===== config.mk =====
export PLATFORM = sky130hd
export DESIGN_NAME = loader_write_arbiter_flat
export DESIGN_NICKNAME = d
export VERILOG_FILES = /design/src/rtl/loader_write_arbiter_pkg.sv /design/src/rtl/loader_write_arbiter_if.sv /design/src/rtl/loader_write_arbiter_sync_byte_fifo.sv /design/src/rtl/loader_write_arbiter.sv /design/src/flat_wrapper.sv
export SDC_FILE = /design/constraint.sdc
export NUM_CORES = 1
export LEC_CHECK = 0
export CAP_MARGIN = 0
export CORE_ASPECT_RATIO = 0.6
export CORE_UTILIZATION = 53
export CTS_CLUSTER_DIAMETER = 100
export DETAILED_ROUTE_END_ITERATION = 8
export GPL_TIMING_DRIVEN = 0
export PLACE_DENSITY = 0.85
export SLEW_MARGIN = 10
export SYNTH_ARGS = -nofsm -noshare
export SYNTH_HDL_FRONTEND = slang
export SYNTH_SLANG_ARGS = --single-unit

===== constraint.sdc =====
create_clock -name clk_74a -period 3.8 [get_ports clk_74a]
set_input_delay 0.38 -clock clk_74a [delete_from_list [all_inputs] [get_ports clk_74a]]
set_output_delay 0.38 -clock clk_74a [all_outputs]
set_load 0.05 [all_outputs]

===== src/rtl/loader_write_arbiter_pkg.sv =====
// -----------------------------------------------------------------------------
// loader_write_arbiter_pkg
//
// Shared definitions for the loader write arbiter slice:
//   - arb_state_t  : issue FSM encoding (IDLE / ISSUE / GAP)
//   - GAP_CNT_W    : width of the inter-write gap counter
//   - entry_width(): width of one loader FIFO entry ({address, data})
// -----------------------------------------------------------------------------
package loader_write_arbiter_pkg;

    // Issue FSM encoding. Values are fixed so that state dumps stay readable
    // against older captures of the loader.
    typedef enum logic [1:0] {
        IDLE  = 2'd0,   // FIFO empty, gap counter zero
        ISSUE = 2'd1,   // FIFO holds data, gap counter zero: may pop
        GAP   = 2'd2    // spacing loader writes, gap counter nonzero
    } arb_state_t;

    // Gap counter width; WRITE_GAP must fit (0..255).
    localparam int GAP_CNT_W = 8;

    // One FIFO entry carries the full memory address plus the data byte.
    function automatic int entry_width(input int address_size);
        return address_size + 1 + 8;
    endfunction

endpackage : loader_write_arbiter_pkg


===== src/rtl/loader_write_arbiter_if.sv =====
// -----------------------------------------------------------------------------
// loader_write_arbiter_if
//
// Bundles the core write strobe, the loader valid/ready byte stream, the flush
// control and the RAM write port seen by loader_write_arbiter.
//
// Signals:
//   core_wr/core_addr/core_data : core-side write, one write per high cycle
//   ld_valid/ld_ready           : loader byte handshake
//   ld_addr/ld_data             : loader byte address and data
//   flush                       : synchronous clear of queued loader bytes
//   mem_we/mem_addr/mem_data    : registered RAM write port
//   fifo_count                  : loader FIFO occupancy
//   idle                        : nothing queued, no gap running, no write
//
// Modports:
//   master : the side producing writes (core logic + data loader)
//   slave  : the arbiter itself
// -----------------------------------------------------------------------------
interface loader_write_arbiter_if #(
    parameter int ADDRESS_SIZE = 14,
    parameter int FIFO_DEPTH   = 4
);
    localparam int AW = ADDRESS_SIZE + 1;
    localparam int CW = $clog2(FIFO_DEPTH) + 1;

    logic          core_wr;
    logic [AW-1:0] core_addr;
    logic [7:0]    core_data;

    logic          ld_valid;
    logic          ld_ready;
    logic [AW-1:0] ld_addr;
    logic [7:0]    ld_data;

    logic          flush;

    logic          mem_we;
    logic [AW-1:0] mem_addr;
    logic [7:0]    mem_data;

    logic [CW-1:0] fifo_count;
    logic          idle;

    modport master (
        output core_wr, core_addr, core_data,
        output ld_valid, ld_addr, ld_data,
        output flush,
        input  ld_ready,
        input  mem_we, mem_addr, mem_data,
        input  fifo_count, idle
    );

    modport slave (
        input  core_wr, core_addr, core_data,
        input  ld_valid, ld_addr, ld_data,
        input  flush,
        output ld_ready,
        output mem_we, mem_addr, mem_data,
        output fifo_count, idle
    );

endinterface : loader_write_arbiter_if


===== src/rtl/loader_write_arbiter_sync_byte_fifo.sv =====
// -----------------------------------------------------------------------------
// sync_byte_fifo
//
// Single-clock FIFO used to queue loader bytes (address + data) in front of
// the shared RAM write port.
//
// Ports:
//   clk_74a   : clock
//   reset     : asynchronous active-high reset (empties the FIFO)
//   clr       : synchronous clear; wins over push and pop in the same cycle
//   push      : write push_data (ignored when full)
//   push_data : entry to enqueue
//   pop       : drop the head entry (ignored when empty)
//   pop_data  : head entry, valid whenever empty is low
//   full      : count == DEPTH
//   empty     : count == 0
//   count     : occupancy, 0..DEPTH
//
// DEPTH must be a power of two (>= 2) so the pointers wrap naturally.
// -----------------------------------------------------------------------------
module sync_byte_fifo #(
    parameter int WIDTH = 23,
    parameter int DEPTH = 4
) (
    input  logic                       clk_74a,
    input  logic                       reset,
    input  logic                       clr,
    input  logic                       push,
    input  logic [WIDTH-1:0]           push_data,
    input  logic                       pop,
    output logic [WIDTH-1:0]           pop_data,
    output logic                       full,
    output logic                       empty,
    output logic [$clog2(DEPTH):0]     count
);
    localparam int PW = $clog2(DEPTH);
    localparam int CW = PW + 1;

    logic [WIDTH-1:0] mem_reg [DEPTH];
    logic [PW-1:0]    wr_ptr_reg;
    logic [PW-1:0]    rd_ptr_reg;
    logic [CW-1:0]    count_reg;

    logic             do_push;
    logic             do_pop;

    assign full  = (count_reg == CW'(DEPTH));
    assign empty = (count_reg == '0);
    assign count = count_reg;

    // Guarding here as well as upstream keeps the FIFO self-consistent even if
    // a caller ignores full/empty.
    assign do_push = push && !full && !clr;
    assign do_pop  = pop  && !empty && !clr;

    // Storage has no reset: contents are meaningless while count is zero.
    always_ff @(posedge clk_74a) begin
        if (do_push) begin
            mem_reg[wr_ptr_reg] <= push_data;
        end
    end

    // Head is read combinationally so a pop and the RAM write it feeds happen
    // on the same edge.
    assign pop_data = mem_reg[rd_ptr_reg];

    always_ff @(posedge clk_74a or posedge reset) begin
        if (reset) begin
            wr_ptr_reg <= '0;
            rd_ptr_reg <= '0;
            count_reg  <= '0;
        end else if (clr) begin
            wr_ptr_reg <= '0;
            rd_ptr_reg <= '0;
            count_reg  <= '0;
        end else begin
            if (do_push) begin
                wr_ptr_reg <= wr_ptr_reg + PW'(1);
            end
            if (do_pop) begin
                rd_ptr_reg <= rd_ptr_reg + PW'(1);
            end
            unique case ({do_push, do_pop})
                2'b10:   count_reg <= count_reg + CW'(1);
                2'b01:   count_reg <= count_reg - CW'(1);
                default: count_reg <= count_reg;
            endcase
        end
    end

endmodule : sync_byte_fifo


===== src/rtl/loader_write_arbiter.sv =====
// -----------------------------------------------------------------------------
// loader_write_arbiter
//
// Shares one byte-wide RAM write port between core writes and the data
// loader's byte stream. Core writes always win and are never stalled. Loader
// bytes are queued in a small FIFO and issued no closer than WRITE_GAP idle
// cycles apart.
//
// Parameters:
//   ADDRESS_SIZE : RAM address is ADDRESS_SIZE+1 bits
//   FIFO_DEPTH   : loader FIFO entries (power of two, >= 2)
//   WRITE_GAP    : idle cycles between loader-issued writes (0..255)
//
// Ports:
//   clk_74a : clock
//   reset   : asynchronous active-high reset
//   bus     : loader_write_arbiter_if.slave (core write, loader stream,
//             flush, RAM write port, fifo_count, idle)
//
// Timing:
//   core_wr sampled at edge k  -> mem_we high after edge k
//   push at edge k (idle)      -> mem_we high after edge k+1
//   loader writes spaced WRITE_GAP+1 cycles apart without core traffic
// -----------------------------------------------------------------------------
module loader_write_arbiter
    import loader_write_arbiter_pkg::*;
#(
    parameter int ADDRESS_SIZE = 14,
    parameter int FIFO_DEPTH   = 4,
    parameter int WRITE_GAP    = 4
) (
    input  logic                   clk_74a,
    input  logic                   reset,
    loader_write_arbiter_if.slave  bus
);
    localparam int AW = ADDRESS_SIZE + 1;
    localparam int EW = entry_width(ADDRESS_SIZE);
    localparam int CW = $clog2(FIFO_DEPTH) + 1;
    localparam logic [GAP_CNT_W-1:0] GAP_LOAD = GAP_CNT_W'(WRITE_GAP);

    arb_state_t           state_reg;
    arb_state_t           state_next;
    logic [GAP_CNT_W-1:0] gap_cnt_reg;
    logic [GAP_CNT_W-1:0] gap_cnt_next;

    logic                 mem_we_reg;
    logic [AW-1:0]        mem_addr_reg;
    logic [7:0]           mem_data_reg;

    logic                 fifo_push;
    logic                 fifo_pop;
    logic [EW-1:0]        fifo_head;
    logic                 fifo_full;
    logic                 fifo_empty;
    logic [CW-1:0]        fifo_count;
    logic                 ld_ready_int;

    // ---------------------------------------------------------------------
    // Loader handshake. Ready depends only on the registered occupancy, so a
    // full FIFO refuses a byte even when a pop frees a slot on that edge.
    // Held low throughout reset.
    // ---------------------------------------------------------------------
    assign ld_ready_int = !reset && !fifo_full && !bus.flush;
    assign fifo_push    = bus.ld_valid && ld_ready_int;

    sync_byte_fifo #(
        .WIDTH (EW),
        .DEPTH (FIFO_DEPTH)
    ) u_fifo (
        .clk_74a   (clk_74a),
        .reset     (reset),
        .clr       (bus.flush),
        .push      (fifo_push),
        .push_data ({bus.ld_addr, bus.ld_data}),
        .pop       (fifo_pop),
        .pop_data  (fifo_head),
        .full      (fifo_full),
        .empty     (fifo_empty),
        .count     (fifo_count)
    );

    // ---------------------------------------------------------------------
    // Issue FSM: next state, gap counter and pop decision.
    // ---------------------------------------------------------------------
    always_comb begin
        state_next   = state_reg;
        gap_cnt_next = gap_cnt_reg;
        fifo_pop     = 1'b0;

        // The gap keeps running through core writes.
        if (gap_cnt_reg != '0) begin
            gap_cnt_next = gap_cnt_reg - GAP_CNT_W'(1);
        end

        unique case (state_reg)
            IDLE: begin
                // Going to ISSUE on the push edge lets the byte be popped on
                // the very next edge.
                if (fifo_push) begin
                    state_next = ISSUE;
                end
            end

            ISSUE: begin
                // A core write takes the port; the loader byte waits in ISSUE.
                if (!bus.core_wr && !fifo_empty) begin
                    fifo_pop     = 1'b1;
                    gap_cnt_next = GAP_LOAD;
                    if (GAP_LOAD != '0) begin
                        state_next = GAP;
                    end else if ((fifo_count != CW'(1)) || fifo_push) begin
                        state_next = ISSUE;
                    end else begin
                        state_next = IDLE;
                    end
                end
            end

            GAP: begin
                // Counter reaches zero on this edge.
                if (gap_cnt_reg <= GAP_CNT_W'(1)) begin
                    state_next = (!fifo_empty || fifo_push) ? ISSUE : IDLE;
                end
            end

            default: begin
                state_next = IDLE;
            end
        endcase

        // Flush drops everything queued, including a pop due this cycle.
        if (bus.flush) begin
            state_next   = IDLE;
            gap_cnt_next = '0;
            fifo_pop     = 1'b0;
        end
    end

    // ---------------------------------------------------------------------
    // State and RAM write port registers. mem_we is a one-cycle pulse per
    // write; address/data hold their last value between writes.
    // ---------------------------------------------------------------------
    always_ff @(posedge clk_74a or posedge reset) begin
        if (reset) begin
            state_reg    <= IDLE;
            gap_cnt_reg  <= '0;
            mem_we_reg   <= 1'b0;
            mem_addr_reg <= '0;
            mem_data_reg <= '0;
        end else begin
            state_reg   <= state_next;
            gap_cnt_reg <= gap_cnt_next;
            if (bus.core_wr) begin
                mem_we_reg   <= 1'b1;
                mem_addr_reg <= bus.core_addr;
                mem_data_reg <= bus.core_data;
            end else if (fifo_pop) begin
                mem_we_reg   <= 1'b1;
                mem_addr_reg <= fifo_head[EW-1:8];
                mem_data_reg <= fifo_head[7:0];
            end else begin
                mem_we_reg   <= 1'b0;
            end
        end
    end

    assign bus.ld_ready   = ld_ready_int;
    assign bus.mem_we     = mem_we_reg;
    assign bus.mem_addr   = mem_addr_reg;
    assign bus.mem_data   = mem_data_reg;
    assign bus.fifo_count = fifo_count;
    assign bus.idle       = (fifo_count == '0) && (gap_cnt_reg == '0) && !mem_we_reg;

endmodule : loader_write_arbiter


===== src/flat_wrapper.sv =====
// flat-port wrapper written by rule: the top's interface ports become plain ports
module loader_write_arbiter_flat import loader_write_arbiter_pkg::*;
#(
    parameter int ADDRESS_SIZE = 14,
    parameter int FIFO_DEPTH   = 4,
    parameter int WRITE_GAP    = 4
)
  (clk_74a, reset, bus_core_wr, bus_core_addr, bus_core_data, bus_ld_valid, bus_ld_addr, bus_ld_data, bus_flush, bus_ld_ready, bus_mem_we, bus_mem_addr, bus_mem_data, bus_fifo_count, bus_idle);
  loader_write_arbiter_if #(.ADDRESS_SIZE(ADDRESS_SIZE), .FIFO_DEPTH(FIFO_DEPTH)) bus_i ();
  input  logic clk_74a;
  input  logic reset;
  input wire logic [$bits(bus_i.core_wr)-1:0] bus_core_wr;
  input wire logic [$bits(bus_i.core_addr)-1:0] bus_core_addr;
  input wire logic [$bits(bus_i.core_data)-1:0] bus_core_data;
  input wire logic [$bits(bus_i.ld_valid)-1:0] bus_ld_valid;
  input wire logic [$bits(bus_i.ld_addr)-1:0] bus_ld_addr;
  input wire logic [$bits(bus_i.ld_data)-1:0] bus_ld_data;
  input wire logic [$bits(bus_i.flush)-1:0] bus_flush;
  output wire logic [$bits(bus_i.ld_ready)-1:0] bus_ld_ready;
  output wire logic [$bits(bus_i.mem_we)-1:0] bus_mem_we;
  output wire logic [$bits(bus_i.mem_addr)-1:0] bus_mem_addr;
  output wire logic [$bits(bus_i.mem_data)-1:0] bus_mem_data;
  output wire logic [$bits(bus_i.fifo_count)-1:0] bus_fifo_count;
  output wire logic [$bits(bus_i.idle)-1:0] bus_idle;
  assign bus_i.core_wr = bus_core_wr;
  assign bus_i.core_addr = bus_core_addr;
  assign bus_i.core_data = bus_core_data;
  assign bus_i.ld_valid = bus_ld_valid;
  assign bus_i.ld_addr = bus_ld_addr;
  assign bus_i.ld_data = bus_ld_data;
  assign bus_i.flush = bus_flush;
  assign bus_ld_ready = bus_i.ld_ready;
  assign bus_mem_we = bus_i.mem_we;
  assign bus_mem_addr = bus_i.mem_addr;
  assign bus_mem_data = bus_i.mem_data;
  assign bus_fifo_count = bus_i.fifo_count;
  assign bus_idle = bus_i.idle;
  loader_write_arbiter #(.ADDRESS_SIZE(ADDRESS_SIZE), .FIFO_DEPTH(FIFO_DEPTH), .WRITE_GAP(WRITE_GAP)) u_core (.clk_74a(clk_74a), .reset(reset), .bus(bus_i));
endmodule

; ---- After elaboration in Yosys (flattened, before gate mapping)
; Memory sizes are Yosys's and may differ from the RTL's.
; Cells that the tools add are included.
[classes]
n_lt_le_gt_ge = 1
n_reduce_logical = 26
n_eq_ne = 8
addsub = 5
mux = 27
[ops]
columns = operator, count
row1 = 8-bit two-way mux, 6
row2 = 15-bit two-way mux, 2
row3 = 2-bit two-way mux, 8
row4 = 1-bit logical AND, 10
row5 = 3-bit by 2-bit inequality test with 1-bit output (second input constant), 3
row6 = 8-bit by 1-bit less-or-equal comparator with 1-bit output (second input constant), 1
row7 = 8-bit zero test, 1
row8 = 1-bit two-way mux, 8
row9 = 8-bit nonzero test, 1
row10 = 8-bit by 1-bit subtractor with 8-bit output (second input constant), 1
row11 = 1-bit zero test, 6
row12 = 2-bit one-hot mux with 3 select lines, 1
row13 = 3-bit one-hot mux with 2 select lines, 1
row14 = 2-bit nonzero test, 3
row15 = 2-bit by 1-bit adder with 2-bit output (second input constant), 2
row16 = 2-bit by 1-bit == test with 1-bit output (second input constant), 2
row17 = 2-bit == test (second input constant), 2
row18 = 3-bit by 1-bit adder with 3-bit output (second input constant), 1
row19 = 3-bit == test (second input constant), 1
row20 = 3-bit zero test, 1
row21 = 3-bit two-way mux, 1
row22 = 3-bit AND reduction, 1
row23 = 3-bit nonzero test, 1
row24 = 3-bit by 1-bit subtractor with 3-bit output (second input constant), 1
row25 = 2 further kinds, 2
[totals]
memories = 1
word_cells = 76
reg_bits = 41
inputBits = 51
ramBits = 92
[memory_table]
columns = name, depth, word_bits, rd, rd_clocked_by_memory_dff, write_ports, line
row1 = u_core.u_fifo.mem_reg, 4, 23, 1, 0, 1, loader_write_arbiter_sync_byte_fifo.sv:39  ; logic [WIDTH-1:0] mem_reg [DEPTH];

; ---- Longest topological paths before layout
; Gate-level depths: netlist of the first run.
[depth]
word_depth = 11
mapped_depth = 11
depth_no_buf = 8

; ---- Cells and area by module
; From an unflattened synthesis of the first run, not the netlist that was laid out.
[unflattened]
cells_unflattened = 386
hier_area_um2 = 5690.5
[modules_own_cells]
columns = mod, seq_area_each_um2, instances, area_each_um2, cells_each
row1 = sync_byte_fifo, 2937.8, 1, 3907.5, 188
row2 = loader_write_arbiter, 850.8, 1, 1783.0, 198

; ---- Worst setup path before layout of the first run
; OpenSTA, ideal clock, no wires.
[synth_path]
kind = register to register
start = reg u_core.u_fifo.count_reg[1], in the netlist u_core.u_fifo.count[1]
end = reg u_core.u_fifo.count_reg[2], in the netlist u_core.u_fifo.count[2]
setup_slack_ns = 1.074
arrival_ns = 2.601
path_stages_with_launch = 12
synth_period_minus_slack_ns = 2.726
t_required_ns = 3.675
n_path_buf = 3
path_cell_list = dfrtp_1 or3_1 buf_6 nand3b_1 buf_6 buf_8 nor2_1 fa_1 nor2_1 nand4_1 a2bb2oi_2 mux2_4
[synth_between]
elab_chain_len = 11
word_cells_on_any_way = 22
[synth_rtl]
columns = element, line
row1 = from (decl), loader_write_arbiter_sync_byte_fifo.sv:42  ; logic [CW-1:0] count_reg;
row2 = from (signal assigned), loader_write_arbiter_sync_byte_fifo.sv:84  ; 2'b10: count_reg <= count_reg + CW'(1);
row3 = from (signal assigned), loader_write_arbiter_sync_byte_fifo.sv:85  ; 2'b01: count_reg <= count_reg - CW'(1);
row4 = from (signal assigned), loader_write_arbiter_sync_byte_fifo.sv:86  ; default: count_reg <= count_reg;
row5 = 3-bit zero test, loader_write_arbiter_sync_byte_fifo.sv:48  ; assign empty = (count_reg == '0);
row6 = 1-bit zero test, "loader_write_arbiter_sync_byte_fifo.sv:54, loader_write_arbiter.sv:106"
row7 = 1-bit logical AND, loader_write_arbiter.sv:106  ; if (!bus.core_wr && !fifo_empty) begin
row8 = 1-bit two-way mux, loader_write_arbiter.sv:106
row9 = 1-bit two-way mux, loader_write_arbiter.sv:95  ; unique case (state_reg)
row10 = 1-bit two-way mux, loader_write_arbiter.sv:132  ; if (bus.flush) begin
row11 = 1-bit logical AND (2 in series), loader_write_arbiter_sync_byte_fifo.sv:54  ; assign do_pop = pop && !empty && !clr;
row12 = 2-bit by 1-bit == test with 1-bit output / 2-bit == test (equally long branches), loader_write_arbiter_sync_byte_fifo.sv:83  ; unique case ({do_push, do_pop})
row13 = 3-bit one-hot mux with 2 select lines, loader_write_arbiter_sync_byte_fifo.sv:83
row14 = 3-bit two-way mux, loader_write_arbiter_sync_byte_fifo.sv:72  ; end else if (clr) begin
; Parallel ways exist; a longest one is shown, timed or not.
; A chain may end at the register's enable or synchronous reset.

; ---- Worst setup path after layout of the first run
[layout_path]
start = reg u_core.gap_cnt_reg[2]
end = out bus_idle
[layout_between]
elab_chain_len = 3
[layout_rtl]
columns = element, line
row1 = from (decl), loader_write_arbiter.sv:43  ; logic [GAP_CNT_W-1:0] gap_cnt_reg;
row2 = from (signal assigned), loader_write_arbiter.sv:152  ; gap_cnt_reg <= gap_cnt_next;
row3 = 8-bit zero test, loader_write_arbiter.sv:172  ; assign bus.idle = (fifo_count == '0) && (gap_cnt_reg == '0) && !mem_we_reg;
row4 = 1-bit logical AND (2 in series), loader_write_arbiter.sv:172
row5 = to (decl), flat_wrapper.sv:24  ; output wire logic [$bits(bus_i.idle)-1:0] bus_idle;
; Every way passes these cells.

==> flow_summary.json, run 1 <==
{
  "post_synth_num_cell_types": 45,
  "antenna_cells": 0,
  "tightest_slew_margin_relative_to_the_limit_pct": 19.95,
  "postRouteAntennaNets": 0,
  "postSynth.asyncResetShare_pct": 30.83,
  "synth_seq_cells": 133,
  "gp_congestion": 0.7840,
  "tightest_slew_ps": 1201,
  "cap_viol_max_count": 0,
  "setup.worst_path.start_class": "flop",
  "fp.dieArea_um2": 10860,
  "post_cts_hold_buffer_count": 0,
  "worst-setup-path-type": "flop to output port",
  "ys_top_cells_by_area": "edfxtp_1 50%, dfrtp_1 19%, mux4_2 9.4%, mux2i_1 4.5%, nand2_1 1.9%",
  "count_of_pins_over_their_slew_limit": 0,
  "data_required_time_of_the_worst_path_ps": 3420,
  "avgSynthCellArea_um2": 16.46,
  "tritoncts.num_buffers": 17,
  "synthFlopType": "edfxtp_1",
  "max_stage_delay_ps": 840,
  "worst-path-stages": 4,
  "finalHoldWorstSlack_ps": 300.1,
  "cts.reportedPaths.clkPinSlew_ps": 50,
  "final_nets": 493,
  "tritoncts_clock_tree": "done",
  "design_power_total_mw": 3.816,
  "number_of_antenna_violations_at_the_first_check_in_global_routing": 0,
  "die_span_in_y_um": 81.13,
  "ir_drop_v": 0.0004360,
  "holdCritPathClass": "input port to asynchronous set/reset pin",
  "drt_drc_violations_left": 0,
  "final.period_utilization_pct": 81.62,
  "post_synth_most_frequent_cells": "92 x edfxtp_1, 41 x dfrtp_1, 28 x nand2_1, 25 x mux2i_1, 23 x mux4_2",
  "dpl_cell_area_um2": 6500,
  "clock_tree.buffer_depth": 2,
  "critical-path-top-cell-by-count": "nor3_1",
  "synth_cells": 336,
  "seq_area_frac_synth_pct": 68.51,
  "row_count": 28,
  "port-buffer-count": 78,
  "syn_area_um2": 5530,
  "yosysWarningCount": 0,
  "totalWireLength_um": 11350,
  "timing.setup.tns_ps": 0,
  "fp.coreArea_um2": 9985,
  "timing.critical_path.arrival_ps": 2720,
  "first_global_vias": 3237,
  "drive_gt1_share_pct": 16.11,
  "groute.usage.overall_pct": 23.38,
  "synth_nets": 395,
  "cp_top_family": "simple AND/OR/NAND/NOR gates",
  "fin_area_um2": 7072,
  "iteration_count_of_the_initial_detailed_routing_pass": 5,
  "min_period_ps": 3101,
  "largest_register_ffs": 92,
  "pin_count_of_the_biggest_net_entering_global_routing": 33,
  "drtIter0Drc": 285,
  "cellPowerDensity_nw_per_um2": 539.6,
  "critical-path-slowest-cell": "clkdlybuf4s50_1",
  "synth_largest_type_area_fraction_pct": 49.95,
  "ctsHtreeMaxLevel": 4,
  "yosys.cell_count.top_type": "edfxtp_1",
  "worst_clock_skew_ps": 5.785,
  "clock_sinks": 133,
  "post_cts_resize_count": 0,
  "critPathCaptureType": "output port",
  "worst_skew_pair.late_latency_ps": 410,
  "r2r_cells": 11,
  "cts_post_setup_buffers_inserted": 0,
  "grt_setup_unrepaired": "false",
  "outcome": "complete, no violations",
  "synth_enable_flop_cells": 92,
  "grt_remaining_overflow": 0,
  "finalSetupViolCount": 0,
  "avgViaCountPerCell": 5.509,
  "p_leak_nw": 2.730,
  "timing.final.hold_violations": 0,
  "start_util_pct": 55.39,
  "die_x_um": 133.9,
  "synth_top_area_cell": "edfxtp_1",
  "worst-path-max-fanout": 6,
  "worstPathCellList": "nor3_1, nand4b_1, nor3_1, clkdlybuf4s50_1",
  "areaGrowthSynthToFinish_pct": 27.87,
  "dp_hpwl_um": 7372,
  "cp_num_buf_inv": 1,
  "max_freq_ghz": 0.3224,
  "drt-wirelength-per-cell_um": 19.50,
  "cts_root_buffer": "clkbuf_16",
  "grt_first_pass_wirelength_um": 17690,
  "floorplan.io_pins": 80,
  "dr_total_vias": 3206
}
==> cell type report <==
type,count,area (um^2)
plain buffers,19,133.9
clock buffers,22,464.2
clock inverters,10,106.4
fillers,639,2913
inverters,7,26.28
multi-input cells,177,1583
flip-flops and latches,133,3789
well taps,135,168.9
repair buffers,79,800.8
==> where the power goes <==
part | internal [mW] | total (mW) | switching, mW
Clock | 0.992 | 1.57 | 0.578
Sequential | 1.63 | 1.69 | 0.0620
Combinational | 0.232 | 0.554 | 0.322
==> kinds of logic after synthesis <==
kind of cell    after synthesis  synth area share (%)
simple gates                 77                 6.833
buf+inv                      26                 2.896
flops                       133                 68.51
mux                          50                 14.43
fa+ha+maj                     8                 1.946
xor+xnor                     10                 1.923
compound gates               32                 3.461
==> through the flow <==
stage               instances  worst slack, ps  util (%)
finish                    582            698.5     70.83
global route              582            549.0     70.83
CTS                       582            724.4     70.81
detailed placement        550            895.3     65.10
global placement          549             1012     64.90
floorplan                 336             1074         -
==> path summary, 6_finish.rpt <==
kind / from / end / slack, ps
worst max-delay path: u_core.gap_cnt_reg[2]$_DFF_PP0_ / bus_idle / 700
worst min-delay path: reset / u_core.u_fifo.count[1]$_DFFE_PP0P_ / 300
worst max register to register: u_core.u_fifo.count[1]$_DFFE_PP0P_ / u_core.u_fifo.count[2]$_DFFE_PP0P_ / 1030
worst min register to register: u_core.bus.mem_addr[12]$_DFFE_PP0P_ / u_core.bus.mem_addr[12]$_DFFE_PP0P_ / 550
max in group asynchronous: reset / u_core.bus.mem_addr[9]$_DFFE_PP0P_ / 3040
min in group clk_74a: bus_flush / u_core.u_fifo.count[2]$_DFFE_PP0P_ / 480
==> worst reg2reg max path: stages (launching register included) <==
cell	delay [ps]
dfrtp_1	440
or3_1	410
buf_6	150
nand3b_1	90
buf_6	160
buf_8	180
nor2_1	80
fa_1	410
nor2_1	140
nand4_1	130
a2bb2oi_2	180
mux2_4	290
==> cells in the final DEF (no fill, tap or decap), types with 3 or more instances in the layout <==
| master | Yosys | routed |
|---|---|---|
| edfxtp_1 | 92 | 92 |
| clkdlybuf4s50_1 | 0 | 78 |
| dfrtp_1 | 41 | 41 |
| nand2_1 | 28 | 28 |
| mux2i_1 | 25 | 25 |
| mux4_2 | 23 | 23 |
| nor2_1 | 20 | 20 |
| o21ai_1 | 18 | 18 |
| clkbuf_16 | 0 | 17 |
| clkbuf_1 | 7 | 10 |
| ha_1 | 7 | 7 |
| inv_1 | 7 | 6 |
| nor3_1 | 6 | 6 |
| xor2_1 | 6 | 6 |
| o21ai_0 | 5 | 5 |
| buf_6 | 4 | 4 |
| buf_2 | 4 | 4 |
| clkinv_2 | 0 | 4 |
| nand3b_1 | 3 | 3 |
| xnor2_1 | 3 | 3 |
| a21oi_1 | 3 | 3 |
| and2_1 | 4 | 3 |
| clkinvlp_4 | 0 | 3 |
==> metal layers <==
metal	up-vias	GRT usage (%)	wire length, um
li1	1451	-	-
met1	1606	32.05	5151
met2	141	36.06	5119
met3	8	6.679	999
met4	0	8.864	81
met5	-	0	0
No activity file was read; power rests on OpenSTA's default activity.
==> run 2, diff against run 1 <==
==> constraint.sdc (replaced) <==
create_clock -name clk_74a -period 2.95 [get_ports clk_74a]
set_input_delay 0.295 -clock clk_74a [delete_from_list [all_inputs] [get_ports clk_74a]]
set_output_delay 0.295 -clock clk_74a [all_outputs]
set_load 0.05 [all_outputs]
==> run 2 against run 1 <==
Net effect: non-clock buffer count unchanged; global-route usage is the same; clock skew unchanged; highest routed layer unchanged.
==> flow_summary.json, run 2 (synthesis results as in run 1) <==
{
  "worst_clock_skew_ps": 5.785,
  "worst-path-stages": 11,
  "ir_drop_v": 0.0005616,
  "cts_root_buffer": "clkbuf_16",
  "grt_use_met3_pct": 6.679,
  "finalSetupViolCount": 0,
  "cp_top_family": "simple AND/OR/NAND/NOR gates",
  "fp.dieArea_um2": 10860,
  "tritoncts_clock_tree": "done",
  "data_required_time_of_the_worst_path_ps": 3250,
  "dr_total_vias": 3206,
  "met1_usage_pct": 32.05,
  "gp_congestion": 0.7840,
  "final_nets": 493,
  "gr-usage-met2_pct": 36.06,
  "final.period_utilization_pct": 93.79,
  "clock_sinks": 133,
  "tightest_slew_margin_relative_to_the_limit_pct": 19.95,
  "totalWireLength_um": 11350,
  "place_worst_setup_slack_ps": 130.3,
  "setup.worst_path.start_class": "flop",
  "area.sequential_um2": 3789,
  "setup.reg_to_reg.worst_slack_ps": 180,
  "floorplan.io_pins": 80,
  "drtIter0Drc": 285,
  "cts_post_setup_buffers_inserted": 0,
  "pin_count_of_the_biggest_net_entering_global_routing": 33,
  "die_span_in_y_um": 81.13,
  "grt_first_pass_wirelength_um": 17690,
  "drive_gt1_share_pct": 16.11,
  "drt_drc_violations_left": 0,
  "r2r-start": "u_core.u_fifo.count[1]$_DFFE_PP0P_",
  "die_x_um": 133.9,
  "cts.reportedPaths.clkPinSlew_ps": 60,
  "post_cts_hold_buffer_count": 0,
  "worst-path-max-fanout": 10,
  "tightest_slew_ps": 1201,
  "nFillCells": 640,
  "worst-setup-path-type": "flop to flop",
  "critPathCaptureType": "flop",
  "min_period_ps": 2767,
  "postRouteAntennaNets": 0,
  "timing.final.hold_violations": 0,
  "avgViaCountPerCell": 5.509,
  "clock_tree.buffer_depth": 2,
  "timing.critical_path.arrival_ps": 3070,
  "fin_ws_ps": 183.1,
  "number_of_antenna_violations_at_the_first_check_in_global_routing": 0,
  "dp_hpwl_um": 7372,
  "count_of_pins_over_their_slew_limit": 0,
  "worst_skew_pair.late_latency_ps": 410,
  "p_leak_nw": 2.734,
  "tritoncts.num_buffers": 17,
  "post-route-util_pct": 70.81,
  "fp.coreArea_um2": 9985,
  "holdCritPathClass": "input port to asynchronous set/reset pin",
  "largest_register_ffs": 92,
  "max_freq_ghz": 0.3614,
  "cp_num_buf_inv": 3,
  "critical-path-slowest-cell": "dfrtp_1",
  "start_util_pct": 55.39,
  "cellPowerDensity_nw_per_um2": 694.7,
  "layout_commonest_cell": "edfxtp_1",
  "most-common-layout-cells": "92 x edfxtp_1, 77 x clkdlybuf4s50_1, 41 x dfrtp_1",
  "ctsHtreeMaxLevel": 4,
  "worstPathCellList": "or3_1, buf_6, nand3b_1, buf_6, buf_8, nor2_1, fa_1, nor2_1, nand4_1, a2bb2oi_2, mux2_4",
  "row_count": 28,
  "antenna_cells": 0,
  "grt_busiest_layer": "met2",
  "r2r_cells": 11,
  "outcome": "complete, no violations",
  "max_stage_delay_ps": 440,
  "cp-startpoint": "u_core.u_fifo.count[1]$_DFFE_PP0P_",
  "iteration_count_of_the_initial_detailed_routing_pass": 5,
  "groute.usage.overall_pct": 23.38,
  "grt_setup_unrepaired": "false",
  "worst_r2r_endpoint": "u_core.u_fifo.count[2]$_DFFE_PP0P_",
  "grt_remaining_overflow": 0,
  "areaGrowthSynthToFinish_pct": 27.85,
  "first_global_vias": 3237,
  "port-buffer-count": 78,
  "cp-endpoint": "u_core.u_fifo.count[2]$_DFFE_PP0P_",
  "drt-wirelength-per-cell_um": 19.51,
  "cap_viol_max_count": 0,
  "multiInputGateArea_um2": 1583,
  "timing.setup.tns_ps": 0
}
==> run 2: changes by cell type in the layout (fill, tap and decap cells not counted), sizes merged <==
cell,before,now
clkdlybuf4s50,78,77
dlygate4sd2,0,1
==> run 2: how the worst min path moves through the flow <==
stage	startpoint	to	slack [ps]	cells after the start
after floorplan	bus_ld_data[0]	u_core.u_fifo.mem_reg[0][0]$_DFFE_PP_	390	0
after global placement	u_core.bus.mem_addr[0]$_DFFE_PP0P_	u_core.bus.mem_addr[0]$_DFFE_PP0P_	540	2
after detailed placement	u_core.gap_cnt_reg[7]$_DFF_PP0_	u_core.gap_cnt_reg[7]$_DFF_PP0_	540	2
after CTS	reset	u_core.u_fifo.count[0]$_DFFE_PP0P_	210	2
after global routing	reset	u_core.u_fifo.count[1]$_DFFE_PP0P_	240	2
final	reset	u_core.u_fifo.count[1]$_DFFE_PP0P_	220	2
==> run 2: timing repair <==
action                                  in CTS  in global routing
endpoints found under the hold margin        0                  0
endpoints found under the setup margin       1                  0
resized for setup                            1                  0
==> run 2: worst reg2reg max path: stages, from the launching register on <==
cell	delay (ps)
dfrtp_1	440
or3_1	410
buf_6	150
nand3b_1	90
buf_6	160
buf_8	180
nor2_1	80
fa_1	410
nor2_1	140
nand4_1	130
a2bb2oi_2	180
mux2_4	290
==> run 2: per-stage QoR <==
stage	hold WS [ps]	instances	area [um^2]	total power [mW]
floorplan	393.9	336	5530	2.667
global placement	535.5	549	6480	2.887
detailed placement	542.8	550	6500	2.916
CTS	214.3	582	7069	4.936
global route	240.0	582	7071	5.092
finish	215.1	582	7071	4.912
==> run 2: area by class of cell <==
type / count / share of cell area [%]
sequential: 133 / 53.58
tap: 135 / 2.389
multi-input combinational: 177 / 22.39
buffer: 19 / 1.893
inverter: 7 / 0.3716
timing repair buffer: 79 / 11.31
clock inverter: 10 / 1.504
clock buffer: 22 / 6.565
==> run 2: report_power, final <==
| part | internal (mW) | switching [mW] |
|---|---|---|
| Clock | 1.28 | 0.745 |
| Sequential | 2.10 | 0.0798 |
| Combinational | 0.295 | 0.415 |
==> run 2: per-layer routing <==
metal | wire [um] | vias to the layer above
li1 | - | 1451
met1 | 5151 | 1606
met2 | 5119 | 141
met3 | 999 | 8
met4 | 81 | 0
met5 | 0 | -
